File: config.mk
export PLATFORM = sky130hd
export DESIGN_NAME = lcd_bus_monitor
export DESIGN_NICKNAME = d
export VERILOG_FILES = /design/src/rtl/lcd_pkg.sv /design/src/rtl/lcd_bus_sync.sv /design/src/rtl/lcd_bus_monitor.sv
export SDC_FILE = /design/constraint.sdc
export NUM_CORES = 1
export LEC_CHECK = 0
export ABC_AREA = 1
export CORE_UTILIZATION = 63
export DETAILED_ROUTE_END_ITERATION = 6
export DONT_BUFFER_PORTS = 1
export GPL_ROUTABILITY_DRIVEN = 0
export GPL_TIMING_DRIVEN = 0
export MAX_ROUTING_LAYER = met4
export PLACE_DENSITY = 0.79
export SLEW_MARGIN = 20
export SYNTH_ARGS = -nofsm -noshare
export SYNTH_HDL_FRONTEND = slang
export SYNTH_SLANG_ARGS = --single-unit
File: constraint.sdc
create_clock -name clk -period 2.95 [get_ports clk]
set_input_delay 0.1475 -clock clk [delete_from_list [all_inputs] [get_ports clk]]
set_output_delay 0.1475 -clock clk [all_outputs]
set_load 0.05 [all_outputs]
File: src/rtl/lcd_pkg.sv
`default_nettype none
// ============================================================================
//  Module      : lcd_pkg
//  Description : Shared definitions for the LCD bus monitor: HD44780 command
//                opcode masks/patterns, DDRAM line geometry, controller state
//                encoding and the DDRAM address-counter wrap helper.
//  Revision    : 1.0 - initial release
// ============================================================================
package lcd_pkg;

    // DDRAM line geometry (2-line mode): each line spans 40 addresses.
    localparam logic [6:0] c_line1_base = 7'h00;
    localparam logic [6:0] c_line1_end  = 7'h27;
    localparam logic [6:0] c_line2_base = 7'h40;
    localparam logic [6:0] c_line2_end  = 7'h67;
    localparam int         VISIBLE_COLS = 16;

    // Shadow clear walks all 32 visible cells; home holds busy for 2 cycles.
    localparam logic [4:0] c_clear_last = 5'd31;
    localparam logic [4:0] c_home_last  = 5'd1;

    // Command opcodes: a command matches when (data & mask) == pattern.
    // Checked from the highest set bit downwards.
    localparam logic [7:0] c_op_ddram_mask = 8'h80, c_op_ddram_pat = 8'h80;
    localparam logic [7:0] c_op_cgram_mask = 8'hC0, c_op_cgram_pat = 8'h40;
    localparam logic [7:0] c_op_func_mask  = 8'hE0, c_op_func_pat  = 8'h20;
    localparam logic [7:0] c_op_shift_mask = 8'hF0, c_op_shift_pat = 8'h10;
    localparam logic [7:0] c_op_disp_mask  = 8'hF8, c_op_disp_pat  = 8'h08;
    localparam logic [7:0] c_op_entry_mask = 8'hFC, c_op_entry_pat = 8'h04;
    localparam logic [7:0] c_op_home_mask  = 8'hFE, c_op_home_pat  = 8'h02;
    localparam logic [7:0] c_op_clear_mask = 8'hFF, c_op_clear_pat = 8'h01;

    typedef enum logic [1:0] {
        IDLE  = 2'd0,
        CLEAR = 2'd1,
        HOME  = 2'd2
    } lcd_state_t;

    // Address counter step with the HD44780 2-line wrap:
    // inc: 0x27 -> 0x40, 0x67 -> 0x00; dec: 0x40 -> 0x27, 0x00 -> 0x67.
    function automatic logic [6:0] addr_step(input logic [6:0] addr, input logic inc);
        logic [6:0] w_next;
        if (inc) begin
            if (addr == c_line1_end)      w_next = c_line2_base;
            else if (addr == c_line2_end) w_next = c_line1_base;
            else                          w_next = addr + 7'd1;
        end else begin
            if (addr == c_line2_base)     w_next = c_line1_end;
            else if (addr == c_line1_base) w_next = c_line2_end;
            else                          w_next = addr - 7'd1;
        end
        return w_next;
    endfunction

endpackage
`default_nettype wire

File: src/rtl/lcd_bus_sync.sv
`default_nettype none
// ============================================================================
//  Module      : lcd_bus_sync
//  Description : Brings the asynchronous LCD bus into the clk domain, measures
//                how long E stays high and qualifies each E falling edge as
//                either a transaction or a glitch.
//  Revision    : 1.0 - initial release
//  Ports       : clk, rst_n        clock, synchronous active-low reset
//                lcd_e/rs/data     raw LCD bus
//                tx_valid          1-cycle pulse: qualified falling edge
//                tx_rs, tx_data    last {rs,data} latched while E was high
//                glitch_evt        1-cycle pulse: E high pulse too short
// ============================================================================
module lcd_bus_sync #(
    parameter int SYNC_STAGES = 2,
    parameter int MIN_E_HIGH  = 4
) (
    input  logic       clk,
    input  logic       rst_n,
    input  logic       lcd_e,
    input  logic       lcd_rs,
    input  logic [7:0] lcd_data,
    output logic       tx_valid,
    output logic       tx_rs,
    output logic [7:0] tx_data,
    output logic       glitch_evt
);

    localparam int                c_cnt_w   = $clog2(MIN_E_HIGH + 1);
    localparam logic [c_cnt_w-1:0] c_cnt_sat = c_cnt_w'(MIN_E_HIGH);

    // Each stage carries {e, rs, data[7:0]}.
    logic [SYNC_STAGES-1:0][9:0] r_sync;
    logic                        r_e_prev;
    logic                        r_cap_rs;
    logic [7:0]                  r_cap_data;
    logic [c_cnt_w-1:0]          r_cnt;

    logic       w_e_s;
    logic       w_rs_s;
    logic [7:0] w_data_s;
    logic       w_fall;

    assign w_e_s    = r_sync[SYNC_STAGES-1][9];
    assign w_rs_s   = r_sync[SYNC_STAGES-1][8];
    assign w_data_s = r_sync[SYNC_STAGES-1][7:0];

    always_ff @(posedge clk) begin
        if (!rst_n) begin
            r_sync     <= '0;
            r_e_prev   <= 1'b0;
            r_cap_rs   <= 1'b0;
            r_cap_data <= 8'h00;
            r_cnt      <= '0;
        end else begin
            r_sync   <= {r_sync[SYNC_STAGES-2:0], {lcd_e, lcd_rs, lcd_data}};
            r_e_prev <= w_e_s;
            if (w_e_s) begin
                // Keep the most recent bus value; the writer may settle late.
                r_cap_rs   <= w_rs_s;
                r_cap_data <= w_data_s;
                // Saturating at the threshold is enough to decide >= MIN_E_HIGH.
                if (r_cnt != c_cnt_sat) begin
                    r_cnt <= r_cnt + c_cnt_w'(1);
                end
            end else begin
                r_cnt <= '0;
            end
        end
    end

    // r_cnt still holds the completed high time in the falling-edge cycle.
    assign w_fall     = r_e_prev & ~w_e_s;
    assign tx_valid   = w_fall & (r_cnt == c_cnt_sat);
    assign glitch_evt = w_fall & (r_cnt != c_cnt_sat);
    assign tx_rs      = r_cap_rs;
    assign tx_data    = r_cap_data;

endmodule
`default_nettype wire

File: src/rtl/lcd_bus_monitor.sv
`default_nettype none
// ============================================================================
//  Module      : lcd_bus_monitor
//  Description : HD44780-style bus receiver. Decodes commands and character
//                writes into a 2x16 shadow DDRAM, address counter and mode
//                bits so on-chip logic can read back what the panel shows.
//  Revision    : 1.0 - initial release
//  Ports       : clk, rst_n          clock, synchronous active-low reset
//                lcd_e/rs/data       LCD bus (asynchronous)
//                rd_addr / rd_char   shadow read port (registered)
//                clr_flags           clears overrun and glitch
//                cursor_addr         DDRAM address counter
//                display_on, cursor_on, blink_on, entry_inc, func_bits
//                busy                clear or home in progress
//                wr_strobe           pulse per accepted transaction
//                overrun, glitch     sticky error flags
// ============================================================================
module lcd_bus_monitor
    import lcd_pkg::*;
#(
    parameter int         SYNC_STAGES = 2,
    parameter int         MIN_E_HIGH  = 4,
    parameter logic [7:0] CLEAR_CHAR  = 8'h20
) (
    input  logic       clk,
    input  logic       rst_n,
    input  logic       lcd_e,
    input  logic       lcd_rs,
    input  logic [7:0] lcd_data,
    input  logic [4:0] rd_addr,
    output logic [7:0] rd_char,
    input  logic       clr_flags,
    output logic [6:0] cursor_addr,
    output logic       display_on,
    output logic       cursor_on,
    output logic       blink_on,
    output logic       entry_inc,
    output logic [2:0] func_bits,
    output logic       busy,
    output logic       wr_strobe,
    output logic       overrun,
    output logic       glitch
);

    localparam logic [5:0] c_visible_cols = 6'(VISIBLE_COLS);

    logic       w_tx_valid;
    logic       w_tx_rs;
    logic [7:0] w_tx_data;
    logic       w_glitch_evt;

    lcd_bus_sync #(
        .SYNC_STAGES (SYNC_STAGES),
        .MIN_E_HIGH  (MIN_E_HIGH)
    ) u_sync (
        .clk        (clk),
        .rst_n      (rst_n),
        .lcd_e      (lcd_e),
        .lcd_rs     (lcd_rs),
        .lcd_data   (lcd_data),
        .tx_valid   (w_tx_valid),
        .tx_rs      (w_tx_rs),
        .tx_data    (w_tx_data),
        .glitch_evt (w_glitch_evt)
    );

    lcd_state_t r_state, w_state_next;
    logic [4:0] r_idx, w_idx_next;
    logic [6:0] r_cursor, w_cursor_next;
    logic       r_display_on, w_display_next;
    logic       r_cursor_on, w_cursor_on_next;
    logic       r_blink_on, w_blink_next;
    logic       r_entry_inc, w_entry_next;
    logic [2:0] r_func, w_func_next;
    logic       r_strobe, w_strobe_next;
    logic       r_overrun, w_overrun_next;
    logic       r_glitch, w_glitch_next;
    logic [7:0] r_rd_char;
    logic [7:0] r_mem [32];

    logic       w_busy;
    logic       w_mem_we;
    logic [4:0] w_mem_widx;
    logic [7:0] w_mem_wdata;
    logic       w_visible;
    logic [5:0] w_dd_low;

    assign w_busy    = (r_state != IDLE);
    // Visible cells are columns 0-15 of either line; bit 6 selects the line.
    assign w_visible = (r_cursor[5:0] < c_visible_cols);
    // Set-DDRAM beyond the line end lands on the start of that line.
    assign w_dd_low  = (w_tx_data[5:0] > c_line1_end[5:0]) ? 6'd0 : w_tx_data[5:0];

    always_ff @(posedge clk) begin
        if (!rst_n) begin
            // Reset kicks off a full shadow clear.
            r_state      <= CLEAR;
            r_idx        <= 5'd0;
            r_cursor     <= 7'h00;
            r_display_on <= 1'b0;
            r_cursor_on  <= 1'b0;
            r_blink_on   <= 1'b0;
            r_entry_inc  <= 1'b1;
            r_func       <= 3'b011;
            r_strobe     <= 1'b0;
            r_overrun    <= 1'b0;
            r_glitch     <= 1'b0;
        end else begin
            r_state      <= w_state_next;
            r_idx        <= w_idx_next;
            r_cursor     <= w_cursor_next;
            r_display_on <= w_display_next;
            r_cursor_on  <= w_cursor_on_next;
            r_blink_on   <= w_blink_next;
            r_entry_inc  <= w_entry_next;
            r_func       <= w_func_next;
            r_strobe     <= w_strobe_next;
            r_overrun    <= w_overrun_next;
            r_glitch     <= w_glitch_next;
        end
    end

    always_comb begin
        w_state_next     = r_state;
        w_idx_next       = r_idx;
        w_cursor_next    = r_cursor;
        w_display_next   = r_display_on;
        w_cursor_on_next = r_cursor_on;
        w_blink_next     = r_blink_on;
        w_entry_next     = r_entry_inc;
        w_func_next      = r_func;
        w_strobe_next    = 1'b0;
        w_overrun_next   = r_overrun;
        w_glitch_next    = r_glitch;
        w_mem_we         = 1'b0;
        w_mem_widx       = r_idx;
        w_mem_wdata      = CLEAR_CHAR;

        // Set events are applied after the clear so they win.
        if (clr_flags) begin
            w_overrun_next = 1'b0;
            w_glitch_next  = 1'b0;
        end
        if (w_glitch_evt) begin
            w_glitch_next = 1'b1;
        end
        if (w_tx_valid && w_busy) begin
            w_overrun_next = 1'b1;
        end

        case (r_state)
            IDLE: begin
                if (w_tx_valid) begin
                    w_strobe_next = 1'b1;
                    if (w_tx_rs) begin
                        // Off-screen writes are discarded but still move the cursor.
                        if (w_visible) begin
                            w_mem_we    = 1'b1;
                            w_mem_widx  = {r_cursor[6], r_cursor[3:0]};
                            w_mem_wdata = w_tx_data;
                        end
                        w_cursor_next = addr_step(r_cursor, r_entry_inc);
                    end else if ((w_tx_data & c_op_ddram_mask) == c_op_ddram_pat) begin
                        w_cursor_next = {w_tx_data[6], w_dd_low};
                    end else if ((w_tx_data & c_op_cgram_mask) == c_op_cgram_pat) begin
                        // CGRAM is not shadowed.
                    end else if ((w_tx_data & c_op_func_mask) == c_op_func_pat) begin
                        w_func_next = w_tx_data[4:2];
                    end else if ((w_tx_data & c_op_shift_mask) == c_op_shift_pat) begin
                        // Display shift (bit 3) has no effect on the shadow.
                        if (!w_tx_data[3]) begin
                            w_cursor_next = addr_step(r_cursor, w_tx_data[2]);
                        end
                    end else if ((w_tx_data & c_op_disp_mask) == c_op_disp_pat) begin
                        w_display_next   = w_tx_data[2];
                        w_cursor_on_next = w_tx_data[1];
                        w_blink_next     = w_tx_data[0];
                    end else if ((w_tx_data & c_op_entry_mask) == c_op_entry_pat) begin
                        w_entry_next = w_tx_data[1];
                    end else if ((w_tx_data & c_op_home_mask) == c_op_home_pat) begin
                        w_cursor_next = 7'h00;
                        w_state_next  = HOME;
                        w_idx_next    = 5'd0;
                    end else if ((w_tx_data & c_op_clear_mask) == c_op_clear_pat) begin
                        w_state_next = CLEAR;
                        w_idx_next   = 5'd0;
                    end
                end
            end
            CLEAR: begin
                w_mem_we = 1'b1;
                if (r_idx == c_clear_last) begin
                    w_state_next  = IDLE;
                    w_idx_next    = 5'd0;
                    w_cursor_next = 7'h00;
                    w_entry_next  = 1'b1;
                end else begin
                    w_idx_next = r_idx + 5'd1;
                end
            end
            HOME: begin
                if (r_idx == c_home_last) begin
                    w_state_next = IDLE;
                    w_idx_next   = 5'd0;
                end else begin
                    w_idx_next = r_idx + 5'd1;
                end
            end
            default: begin
                w_state_next = IDLE;
                w_idx_next   = 5'd0;
            end
        endcase
    end

    // Shadow array: no reset, contents are established by the clear sequence.
    always_ff @(posedge clk) begin
        if (rst_n && w_mem_we) begin
            r_mem[w_mem_widx] <= w_mem_wdata;
        end
    end

    // Read-before-write: mid-clear reads see old data for uncleared cells.
    always_ff @(posedge clk) begin
        if (!rst_n) begin
            r_rd_char <= 8'h00;
        end else begin
            r_rd_char <= r_mem[rd_addr];
        end
    end

    assign rd_char     = r_rd_char;
    assign cursor_addr = r_cursor;
    assign display_on  = r_display_on;
    assign cursor_on   = r_cursor_on;
    assign blink_on    = r_blink_on;
    assign entry_inc   = r_entry_inc;
    assign func_bits   = r_func;
    assign busy        = w_busy;
    assign wr_strobe   = r_strobe;
    assign overrun     = r_overrun;
    assign glitch      = r_glitch;

endmodule
`default_nettype wire

After elaboration in Yosys (flattened, before gate mapping)
Memories as Yosys holds them, arrays and structs flattened. A register that Yosys moved wholly into a read port is not among the register bits.
Cells that the tools add are included.
{"block": "op_classes", "bitwise_logic": 9, "add_sub_neg": 4, "n_lt_le_gt_ge": 2, "n_reduce_logical": 17, "mux": 73, "eq_ne": 34}
{"cell": "$mux W7", "count": 17}
{"cell": "$mux W5", "count": 16}
{"cell": "$mux W8", "count": 4}
{"cell": "$mux W2", "count": 12}
{"cell": "$ne A2 B2 Y1 const B", "count": 11}
{"cell": "$ne A5 B3 Y1 const B", "count": 4}
{"cell": "$mux W1", "count": 18}
{"cell": "$reduce_and A9 Y1", "count": 2}
{"cell": "$pmux W5 S3", "count": 1}
{"cell": "$eq A7 B7 Y1 const B", "count": 2}
{"cell": "$pmux W7 S2", "count": 1}
{"cell": "$reduce_and A11 Y1", "count": 1}
{"cell": "$eq A5 B1 Y1 const B", "count": 2}
{"cell": "$reduce_and A10 Y1", "count": 1}
{"cell": "$eq A8 B1 Y1 const B", "count": 1}
{"cell": "$ne A4 B2 Y1 const B", "count": 2}
{"cell": "$reduce_and A8 Y1", "count": 1}
{"cell": "$reduce_bool A2 Y1", "count": 4}
{"cell": "$add A7 B1 Y7 const B", "count": 1}
{"cell": "$eq A7 B1 Y1 const B", "count": 1}
{"cell": "$eq A7 B6 Y1 const B", "count": 1}
{"cell": "$logic_not A7 Y1", "count": 1}
{"cell": "$sub A7 B1 Y7 const B", "count": 1}
{"cell": "$eq A6 B1 Y1 const B", "count": 1}
{"cell": "other kinds (21)", "count": 33}
{"block": "word_totals", "mem_count": 1, "ram_bits": 256, "register_bits": 57, "output_inout_bits": 26, "input_bits": 18}
{"name": "r_mem", "words": 32, "word_bits": 8, "read_ports": 1, "rd_clocked_by_memory_dff": 1, "write_ports": 1, "line_no": "lcd_bus_monitor.sv:79", "text": "logic [7:0] r_mem [32];"}

Depth between registers and ports, before layout
Gate-level depths: netlist (run 1).
{"block": "depth", "ltp_word": 12, "depth_mapped": 14}

Modules after synthesis
From an unflattened synthesis (run 1), not the netlist that was laid out.
{"block": "hier_totals", "cells_unflattened": 1354, "area_unflattened_um2": 13595.5}
{"module": "lcd_bus_monitor", "instances": 1, "cells_per_inst": 1223, "area_each_um2": 12514.5}
{"module": "lcd_bus_sync", "instances": 1, "cells_per_inst": 131, "area_each_um2": 1081.0}

Worst setup path before layout (run 1)
No wires, ideal clock.
{"block": "synth_timing", "path_type": "reg2reg", "start": "reg r_state[0]", "end": "mem r_mem[16][0], enable pin", "synth_period_minus_slack_ns": 2.653, "setup_time_ns": 0.370, "path_stages_with_launch": 14, "setup_slack_ns": 0.297, "path_buffers": 2, "arrival_ns": 2.283, "path_cell_list": "dfxtp_1 > inv_1 > ha_1 > buf_4 > inv_1 > nor2_4 > nand3_4 > buf_6 > nand2_1 > o21ai_2 > inv_1 > nor2_1 > nand2_1 > nor2_1"}
{"block": "synth_between", "elab_chain_cells": 5, "elab_cells_between_ends": 7}
{"item": "start: declaration", "line_no": "lcd_bus_monitor.sv:67", "text": "lcd_state_t r_state, w_state_next;"}
{"item": "start signal: assignment", "line_no": "lcd_bus_monitor.sv:109", "text": "r_state <= w_state_next;"}
{"item": "$eq A2 B1 Y1 or $logic_not A2 Y1 (tied branches)", "line_no": "lcd_bus_monitor.sv:151", "text": "case (r_state)"}
{"item": "$pmux W1 S2", "line_no": "lcd_bus_monitor.sv:151"}
{"item": "$logic_and A1 B1 Y1", "line_no": "lcd_bus_monitor.sv:218", "text": "if (rst_n && w_mem_we) begin"}
{"item": "$mux W1", "line_no": "lcd_bus_monitor.sv:218"}
{"item": "$mux W1 (implied by the code)", "line_no": "lcd_bus_monitor.sv:219", "text": "r_mem[w_mem_widx] <= w_mem_wdata;"}
{"item": "end: declaration", "line_no": "lcd_bus_monitor.sv:79"}
Several ways; a longest one is shown, not always the timed one.

Worst setup path after layout (run 1)
{"block": "layout_timing", "start": "reg r_state[0]", "end": "mem r_mem[14][4], enable pin"}
The elaborated chain is that of the path after synthesis.

==> results_dict.tcl, run 1 <==
set metrics [dict create \
    clk_pin_slew_worst_paths_ns 0.07 \
    endpoint_kind "register" \
    fin_cells 1586 \
    synth_cells 1204 \
    fin_crit_ns 2.96 \
    firstDrtPassIters 7 \
    cts_tree "built" \
    num_rows 52 \
    first_iter_violations 1621 \
    ys_async_sr_fraction_pct 0 \
    worstReg2RegEnd "r_mem[14][4]" \
    dieHeight_um 147 \
    grt_pass1_vias 9878 \
    dp_hpwl_um 23100 \
    syn_nets 1232 \
    core_um2 20400 \
    slew-limit-headroom_pct 41.2 \
    grt_pass1_wl_um 55900 \
    cts_buffers 34 \
    clock_latency_ns 0.52 \
    maxSlewViolCount 0 \
    area_growth_pct 19.9 \
    place.port_buffers 0 \
    critical_path.top_delay_family "simple AND/OR/NAND/NOR gates" \
    grt_overflow 0 \
    finalHoldViolations 0 \
    synth_flop_cell "edfxtp_1" \
    synth_edf_count 256 \
    antenna_cells 0 \
    num_io_pins 44 \
    finalCoreUtilization_pct 77.9 \
    ant_nets 0 \
    wire_per_inst_um 24.8 \
    die_w_um 147 \
    crit_slowest_cell "dfxtp_1" \
    cp_common_cell "nor2_4" \
    rr_worst_depth 12 \
    num_vias 10400 \
    ys_warn_count 0 \
    path_cells "inv_2 > ha_2 > buf_6 > clkinvlp_4 > nor2_4 > nand3_4 > o21ai_4 > inv_1 > nor2_4 > nand2_4 > nor2_4 > buf_4" \
    r2r-start "r_state[0]" \
    track_usage_pct 36.0 \
    synth_area_um2 13300 \
    placed_cells 1480 \
    antenna_found_initial 0 \
    critical_path_buf_inv_count 5 \
    yosysSeqAreaShare_pct 67.7 \
    synth_seq_cells 321 \
    drive_gt1_share_pct 14.7 \
    p_per_area_nw_per_um2 642 \
    route.detailed.drc 10 \
    cpPeakStageDelay_ns 0.34 \
    clockBufferDepth 3 \
    synth.distinct_cells 38 \
    die-area_um2 21600 \
    max_slew.worst_pin.slew_ns 0.880 \
    clock_sinks 321 \
    max_cap_viol_count 0 \
    timing.final.ws_setup_ns -0.00676 \
    hold_depth 5 \
    fin_crit_sh_pct 100 \
    grt_max_degree 33 \
    fmax_mhz 338 \
    drt-total-wl_um 39300 \
    num-nets-final 1319 \
    clock-skew-final_ns 0.0169 \
    initial_core_util_pct 64.9 \
    cp_data_arrival_time_ns 3.18 \
    violations "DRC, setup timing" \
    hold_class "in -> reg" \
    fill_cells 1169 \
    leakage_nw 5.46 \
    ir_drop_mv 0.445 \
    hold_path.startpoint "rd_addr[2]" \
    rrSetupSlack_ns -0.007 \
    finalSetupViolCount 4 \
    cp-start-kind "register" \
    crit_required_ns 3.17 \
    timing.hold.ws_ns 0.0980 \
    min_to "rd_char[7]" \
    cts-htree-levels 2 \
    cts-root-buf "clkbuf_16" \
    syn_area_per_cell_um2 11.0 \
    crit_type "reg -> reg" \
    status "complete, but fails checks" \
    avgViaCountPerCell 6.58 \
    crit_fanout 8 \
]
## area by class of cell
class | instances | area [um2] | area share (%)
Buffer | 68 | 303 | 1.90
Clock buffer | 46 | 1000 | 6.30
Clock inverter | 15 | 105 | 0.661
Inverter | 75 | 289 | 1.82
Multi-Input combinational cell | 741 | 4170 | 26.2
Sequential cell | 321 | 8990 | 56.5
Tap cell | 270 | 338 | 2.12
Timing Repair Buffer | 50 | 706 | 4.44
## metrics by stage
stage,instance area [um2],TNS (ns),total power [W],setup WS [ns]
after floorplan,13300,0,0.00555,0.297
after global placement,13600,-224.58,0.00576,-0.931
after detailed placement,13800,-69.96,0.00579,-0.468
after CTS,15600,-2.21,0.0100,-0.0518
after global routing,15900,-5.68,0.0104,-0.0771
final,15900,-0.00925,0.0102,-0.00676
## cell usage in the layout (no fill, tap or decap), types with 2 or more instances in the layout
master	Yosys	final
edfxtp_1	256	256
clkbuf_8	0	2
clkbuf_16	0	38
clkinv_1	2	6
a21oi_1	36	36
buf_6	1	3
nand2_1	140	132
o21ai_0	155	155
nor2_2	3	3
dfxtp_1	65	64
clkinv_2	1	8
xnor2_1	3	3
o21ai_4	0	3
inv_2	2	7
o211ai_1	13	13
inv_1	70	63
clkinvlp_4	0	2
buf_4	1	15
o21ai_2	2	2
nand2_4	0	8
buf_2	18	18
a31oi_1	2	2
nand3_4	3	8
nor2_1	212	169
clkbuf_2	1	2
clkbuf_1	46	51
nor2_4	2	45
nand3_1	76	76
ha_1	10	9
nor3_1	7	7
o221ai_1	54	54
nand4_1	6	6
buf_16	0	4
clkinv_4	0	2
dlygate4sd3_1	0	12
buf_12	0	18
## worst reg2reg max path, delay by kind of cell (launching register included)
kind                     cells  cell delay [ns]
AND/OR/NAND/NOR              5             0.96
AO/OA/AOI/OAI                1             0.28
adder cells (fa/ha/maj)      1             0.17
buffers and inverters        5             0.91
flip-flops                   1             0.34
## cell usage after synthesis, drive strengths merged (2+ instances only)
cell type    n  share of area (%)
clkinv       3              0.094
clkbuf      47                1.3
edfxtp     256                 58
xnor2        3               0.20
nand3       83                3.6
o221ai      54                3.6
inv         72                2.0
buf         21               0.85
a31oi        2              0.094
nor3         7               0.26
nand4        6               0.28
nand2      141                4.0
o211ai      13               0.74
o21ai      161                6.1
a21oi       37                1.5
dfxtp       65                9.8
ha          10               0.94
nor2       217                6.3
## registers in the layout, indices dropped and copies added, names as in the netlist, 2 cells and up
register and count:
rd_char 8, u_sync.tx_data 8, u_sync.r_cnt 3, func_bits 3, r_idx 5, cursor_addr 7, r_state 2, r_mem 256
u_sync.r_sync 20
## where the power goes
group          internal, W  leakage, nW  total [W]  switching, W
combinational     0.000264         2.23   0.000938      0.000673
sequential         0.00493         2.67    0.00503     0.0000979
clock              0.00248        0.549    0.00424       0.00176
## cell families (layout without fill, tap and decap cells)
group / count (synthesis) / count (layout) / share of synthesized area (%)
fa+ha+maj: 10 / 10 / 0.943
buf+inv: 143 / 254 / 4.32
simple gates: 456 / 457 / 14.5
flops: 321 / 321 / 67.7
xor+xnor: 4 / 4 / 0.264
compound gates: 270 / 270 / 12.2
## layer usage
metal  vias up  GRT usage [%]  wire, um
met2       870           57.4     19000
met5         -              -         0
met3       183           8.14      4850
li1       4484              -         -
met1      4903           44.1     13400
met4         0           16.2      2120
## worst max path at each step
stage / from / endpoint / slack, ns / cells past startpoint
CTS: r_state[0] / r_mem[25][4] / -0.05 / 12
floorplan: r_state[0] / r_mem[16][0] / 0.30 / 13
global route: r_state[0] / r_mem[4][1] / -0.08 / 11
global placement: r_state[0] / r_mem[15][7] / -0.93 / 8
detailed placement: r_state[0] / r_mem[23][7] / -0.47 / 13
finish: r_state[0] / r_mem[14][4] / -0.007 / 12
## what timing repair did
item | 4_1_cts | 5_1_grt
endpoints found under the hold margin | 14 | 0
cloned | 0 | 1
setup buffers | 21 | 11
setup endpoints to repair | 256 | 256
resized for setup | 72 | 40
hold buffers | 12 | 0
pin swaps | 17 | 14
(Power assumes the default switching activity.)
==> run 2: changes to the inputs <==
--- a/config.mk
+++ b/config.mk
@@ -5,7 +5,6 @@
 export SDC_FILE = /design/constraint.sdc
 export NUM_CORES = 1
 export LEC_CHECK = 0
-export ABC_AREA = 1
 export CORE_UTILIZATION = 63
 export DETAILED_ROUTE_END_ITERATION = 6
 export DONT_BUFFER_PORTS = 1
==> run 2 against run 1 <==
Compared with the run above: the run now ends clean; sequential power decreased by 1%; sequential cell count unchanged; utilization decreased by 0.63 points; via count decreased by 25%; area after synthesis about the same; largest cell class unchanged; register-to-register slack improved by 0.11 ns; cell count decreased by 27%; die area about the same; setup slack improved by 0.11 ns; critical endpoint is now r_mem[17][5]; sequential share of layout area increased by 0.46 points; combinational power decreased by 35%; first-iteration DRC count decreased by 45%.
==> results_dict.tcl, run 2 <==
set metrics [dict create \
    internal_power_w 0.00722 \
    cts-htree-levels 1 \
    synth.distinct_cells 68 \
    route.detailed.drc 0 \
    hold_class "in -> reg" \
    cp_data_arrival_time_ns 3.10 \
    r2r-start "u_sync.r_cnt[0]" \
    clock_sinks 321 \
    synth_seq_cells 321 \
    leakage_nw 4.68 \
    synth_top_cell_by_area "edfxtp_1" \
    ir_drop_mv 0.496 \
    slew-limit-headroom_pct 35.9 \
    track_usage_pct 30.5 \
    rr_worst_depth 9 \
    synthMostInstantiatedCell "edfxtp_1" \
    crit_end "r_mem[17][5]" \
    drive_gt1_share_pct 25.5 \
    dieHeight_um 147 \
    first_iter_violations 893 \
    fin_crit_sh_pct 96.7 \
    crit_required_ns 3.20 \
    fill_cells 1064 \
    ys_warn_count 0 \
    syn_area_per_cell_um2 17.3 \
    fin_cells 1151 \
    switching_share_pct 22.5 \
    cp-startpoint "u_sync.r_cnt[0]" \
    clkPwrFrac_pct 39.9 \
    grt_overflow 0 \
    path_cells "inv_1 > ha_1 > and4b_2 > nand4_4 > nor2_1 > a21o_1 > nand3_4 > nor3_2 > buf_4" \
    die-area_um2 21700 \
    core_um2 20400 \
    clk_pin_slew_worst_paths_ns 0.06 \
    cts_tree "built" \
    synth_area_um2 13300 \
    status "finished clean" \
    dp_hpwl_um 18300 \
    layout_common_cells "256 x edfxtp_1, 64 x dfxtp_1, 43 x mux4_2, 37 x mux4_1, 31 x clkbuf_16" \
    wl_met3_um 3100 \
    crit_fanout 8 \
    fmax_mhz 351 \
    cts-root-buf "clkbuf_16" \
    num-nets-final 884 \
    synth_flop_cell "edfxtp_1" \
    fin_crit_ns 2.85 \
    postPlaceCellArea_um2 13700 \
    yosysSeqAreaShare_pct 67.7 \
    grt_pass1_wl_um 47100 \
    antenna_found_initial 1 \
    largest_reg_flops 256 \
    firstDrtPassIters 5 \
    synth_cells 768 \
    ys_async_sr_fraction_pct 0 \
    stdcell_area_um2 15800 \
    synth_commonest_cells "256 x edfxtp_1, 65 x dfxtp_1, 43 x mux4_2" \
    ant_nets 0 \
    clockBufferDepth 3 \
    syn_nets 796 \
    p_per_area_nw_per_um2 590 \
    pwr-share-seq_pct 53.5 \
    cts_buffers 31 \
    maxSlewViolCount 0 \
    crit_type "reg -> reg" \
    initial_core_util_pct 65.0 \
    synth_edf_count 256 \
    grt_pass1_vias 7808 \
    clock_latency_ns 0.56 \
    p_comb_share_pct 6.6 \
    num_rows 52 \
    max_cap_viol_count 0 \
    largest-register "r_mem" \
    top_layer "met4" \
    crit_slowest_cell "and4b_2" \
    largestRegisters "r_mem x256, u_sync.r_sync x20" \
    p_sw_w 0.00209 \
    max_slew.worst_pin.slew_ns 0.961 \
    wire_per_inst_um 28.4 \
    placed_cells 1039 \
    num_io_pins 44 \
    ys_top_cells_by_area "edfxtp_1 58%, dfxtp_1 9.8%, mux4_1 7.3%" \
    area_growth_pct 18.9 \
    avgViaCountPerCell 6.83 \
    cp-start-kind "register" \
    cpPeakStageDelay_ns 0.35 \
    finalHoldViolations 0 \
    die_w_um 147 \
    place.port_buffers 0 \
    drt-total-wl_um 32700 \
    num_vias 7860 \
    synth.top_cell.area_share_pct 57.9 \
    endpoint_kind "register" \
    worstReg2RegEnd "r_mem[17][5]" \
    rsz0062_at_grt "yes" \
    routed-wl-met2_um 16400 \
    clock-skew-final_ns 0.0185 \
    met1Wirelength_um 12200 \
    final_common_cell "edfxtp_1" \
    finalSetupViolCount 0 \
    grt_max_degree 33 \
    rrSetupSlack_ns 0.1 \
]
[run 2: cell types whose count changed after synthesis, moves of 29 or more]
cell,previous run,this run
nand3_1,76,13
o221ai_1,54,0
o21ai_0,155,8
inv_1,70,20
and2_1,0,29
mux4_2,0,43
nor2_1,212,33
nand2_1,140,30
mux4_1,0,37
[run 2: how the worst min path moves through the flow]
stage	startpoint	to	slack, ns	depth (start not counted)
3_5_place_dp	lcd_data[7]	u_sync.r_sync[7]	0.28	1
6_report	rst_n	cursor_addr[1]	0.06	2
5_1_grt	rst_n	func_bits[2]	0.07	2
4_1_cts	rst_n	cursor_addr[1]	0.06	2
3_3_place_gp	lcd_data[6]	u_sync.r_sync[6]	0.28	1
2_1_floorplan	lcd_data[0]	u_sync.r_sync[0]	0.27	1
[run 2: worst max-delay path: cells and delay by family (launching register included)]
| kind | cells | cell delay, ns |
|---|---|---|
| adder cells (fa/ha/maj) | 1 | 0.23 |
| buffers and inverters | 2 | 0.28 |
| AND/OR/NAND/NOR | 5 | 1.40 |
| AO/OA/AOI/OAI | 1 | 0.30 |
| flip-flops | 1 | 0.34 |
[run 2: repair_timing]
action	CTS	global route
hold buffers	11	0
pin swaps	23	8
endpoints found under the setup margin	416	320
gates cloned	0	0
gates resized for setup	74	18
hold endpoints to repair	12	0
buffers inserted	31	13
[run 2: logic make-up (layout without fill, tap and decap cells)]
logic type,count (synthesis),in the layout,share of synthesized area (%)
DFF,321,321,67.7
and+or+nand+nor,186,186,7.55
muxes,101,101,16.2
AOI/OAI and AO/OA,72,72,3.78
buffers and inverters,66,178,3.00
xor gates and xnor gates,12,12,0.792
adders and majority gates,10,10,0.943
other,0,1,0
[run 2: area by class of cell]
| cell class | count | area, um2 | share of cell area, % |
|---|---|---|---|
| Antenna cell | 1 | 2.50 | 0.0159 |
| Buffer | 45 | 328 | 2.08 |
| Clock buffer | 42 | 837 | 5.31 |
| Clock inverter | 15 | 98.8 | 0.627 |
| Inverter | 20 | 78.8 | 0.500 |
| Multi-Input combinational cell | 381 | 4350 | 27.6 |
| Sequential cell | 321 | 8990 | 57.0 |
| Tap cell | 270 | 338 | 2.14 |
| Timing Repair Buffer | 56 | 756 | 4.79 |
[run 2: through the flow]
| step | worst slack, ns | setup TNS [ns] | hold slack (ns) | utilization (%) | total power, W |
|---|---|---|---|---|---|
| 6_report | 0.0987 | 0 | 0.0609 | 77.2 | 0.00931 |
| 5_1_grt | -0.0906 | -4.68 | 0.0673 | 77.2 | 0.00954 |
| 4_1_cts | 0.0363 | 0 | 0.0566 | 75.8 | 0.00919 |
| 3_5_place_dp | -0.846 | -160.99 | 0.278 | 67.0 | 0.00549 |
| 3_3_place_gp | -0.698 | -142.15 | 0.278 | 66.6 | 0.00546 |
| 2_1_floorplan | 0.119 | 0 | 0.275 | - | 0.00536 |
[run 2: layer usage]
| metal | vias up | global-route usage (%) |
|---|---|---|
| met3 | 90 | 5.47 |
| met5 | - | - |
| met2 | 579 | 49.2 |
| li1 | 3244 | - |
| met1 | 3947 | 39.7 |
| met4 | 0 | 10.1 |
[run 2: power by group through the flow]
stage / clock (W) / combinational (W) / sequential, W
finish: 0.00372 / 0.000610 / 0.00498
global route: 0.00391 / 0.000637 / 0.00499
CTS: 0.00366 / 0.000549 / 0.00498
detailed placement: 0 / 0.000417 / 0.00507
global placement: 0 / 0.000391 / 0.00507
floorplan: 0 / 0.000306 / 0.00506
==> run 3: changes to the inputs <==
--- a/config.mk
+++ b/config.mk
@@ -10,7 +10,6 @@
 export DONT_BUFFER_PORTS = 1
 export GPL_ROUTABILITY_DRIVEN = 0
 export GPL_TIMING_DRIVEN = 0
-export MAX_ROUTING_LAYER = met4
 export PLACE_DENSITY = 0.79
 export SLEW_MARGIN = 20
 export SYNTH_ARGS = -nofsm -noshare
==> run 3 against run 2 <==
Compared with the run above: sequential cell count is the same; power is essentially flat; largest power group unchanged; die area is the same; worst hold slack lost 0.0063 ns; critical endpoint unchanged; cell count shrank 0.35%.
==> results_dict.tcl, run 3 (synthesis results as in run 2) <==
set metrics [dict create \
    cts_buffers 31 \
    max_cap_viol_count 0 \
    cts_tree "built" \
    finalHoldViolations 0 \
    max_slew.worst_pin.slew_ns 0.955 \
    cp-start-kind "register" \
    avgViaCountPerCell 6.79 \
    final_common_cell "edfxtp_1" \
    clockBufferDepth 3 \
    firstDrtPassIters 6 \
    drt-total-wl_um 33000 \
    drive_gt1_share_pct 25.2 \
    layout_common_cells "256 x edfxtp_1, 64 x dfxtp_1, 43 x mux4_2, 37 x mux4_1, 31 x clkbuf_16" \
    cts-root-buf "clkbuf_16" \
    num_rows 52 \
    p_per_area_nw_per_um2 593 \
    status "finished clean" \
    rsz0062_at_grt "yes" \
    track_usage_pct 29.5 \
    finalCoreUtilization_pct 77.0 \
    finalSetupViolCount 0 \
    power.total_w 0.00932 \
    area_growth_pct 18.4 \
    die_w_um 147 \
    cts-htree-levels 1 \
    crit_fanout 8 \
    largest_reg_flops 256 \
    antenna_found_initial 0 \
    fin_crit_sh_pct 95.2 \
    crit_type "reg -> reg" \
    first_iter_violations 809 \
    num-nets-final 881 \
    leakage_nw 4.66 \
    route.detailed.drc 0 \
    ir_drop_mv 0.493 \
    largestRegisters "r_mem x256, u_sync.r_sync x20" \
    place.port_buffers 0 \
    dp_hpwl_um 18300 \
    dieHeight_um 147 \
    num_vias 7784 \
    slew-limit-headroom_pct 36.3 \
    fmax_mhz 356 \
    endpoint_kind "register" \
    initial_core_util_pct 65.0 \
    num_io_pins 44 \
    ant_nets 0 \
    clock_latency_ns 0.56 \
    grt_pass1_vias 7816 \
    clk_pin_slew_worst_paths_ns 0.06 \
    antenna_cells 0 \
    largest-register "r_mem" \
    clock-skew-final_ns 0.0138 \
    grt_max_degree 33 \
    grt_pass1_wl_um 47000 \
    fin_crit_ns 2.81 \
    postPlaceCellArea_um2 13700 \
    stdcell_area_um2 15700 \
    grt_overflow 0 \
    core_um2 20400 \
    clock_sinks 321 \
    maxSlewViolCount 0 \
    die-area_um2 21700 \
    cp_data_arrival_time_ns 3.07 \
    hold_class "in -> reg" \
    crit_required_ns 3.21 \
    wire_per_inst_um 28.8 \
]
## run 3: cell count changes in the layout (fill, tap and decap cells not counted)
cell / before / now
nor2_4: 10 / 9
buf_12: 24 / 22
buf_4: 22 / 21
diode_2: 1 / 0
nor2_2: 1 / 2
## run 3: power breakdown
| part | switching (W) | internal [W] | total, W |
|---|---|---|---|
| sequential | 0.0000832 | 0.00490 | 0.00498 |
| combinational | 0.000353 | 0.000257 | 0.000610 |
| clock | 0.00167 | 0.00206 | 0.00373 |
| total | 0.00210 | 0.00722 | 0.00932 |
## run 3: metrics by stage
step           setup TNS [ns]  setup WS, ns  hold slack (ns)  instances
2_1_floorplan               0         0.119            0.275        768
3_3_place_gp          -142.15        -0.698            0.278       1038
3_5_place_dp          -160.99        -0.846            0.278       1039
4_1_cts                     0        0.0363           0.0566       1138
5_1_grt                 -2.95       -0.0786           0.0671       1147
6_report                    0         0.141           0.0546       1147
## run 3: metal layers
layer / part of all wire, % / routed length (um) / GRT usage (%)
met2: 51 / 16800 / 49.0
met5: 0 / 0 / 0
met3: 9.3 / 3070 / 5.68
met1: 37 / 12200 / 39.5
met4: 3.1 / 1020 / 10.3
## run 3: layout make-up
type,count,area [um2]
Multi-Input combinational cell,381,4340
Buffer,45,328
Clock inverter,15,98.8
Fill cell,1070,4710
Sequential cell,321,8990
Inverter,20,78.8
Clock buffer,42,837
Timing Repair Buffer,53,708
Tap cell,270,338
## run 3: worst max-delay path, stage by stage, from the launching register on
cell and delay, ns:
dfxtp_1 0.34, inv_1 0.07, ha_1 0.23, and4b_2 0.34, nand4_4 0.18, nor2_1 0.27
a21o_1 0.26, nand3_4 0.29, nor3_2 0.29, buf_4 0.21
## run 3: path summary, 6_finish.rpt
kind | startpoint | endpoint | slack, ns | depth (start not counted)
worst max-delay path | u_sync.r_cnt[0] | r_mem[17][5] | 0.14 | 9
worst min-delay path | rst_n | glitch | 0.05 | 2
worst max register to register | u_sync.r_cnt[0] | r_mem[17][5] | 0.14 | 9
worst min register to register | u_sync.r_sync[4] | u_sync.r_sync[14] | 0.44 | 1
## run 3: repair_timing
item                                   CTS  global route
endpoints found under the hold margin   12             0
buffers inserted                        31            10
setup endpoints to repair              416           320
gates resized for setup                 74            17
hold buffers                            11             0
pin swaps                               23             7
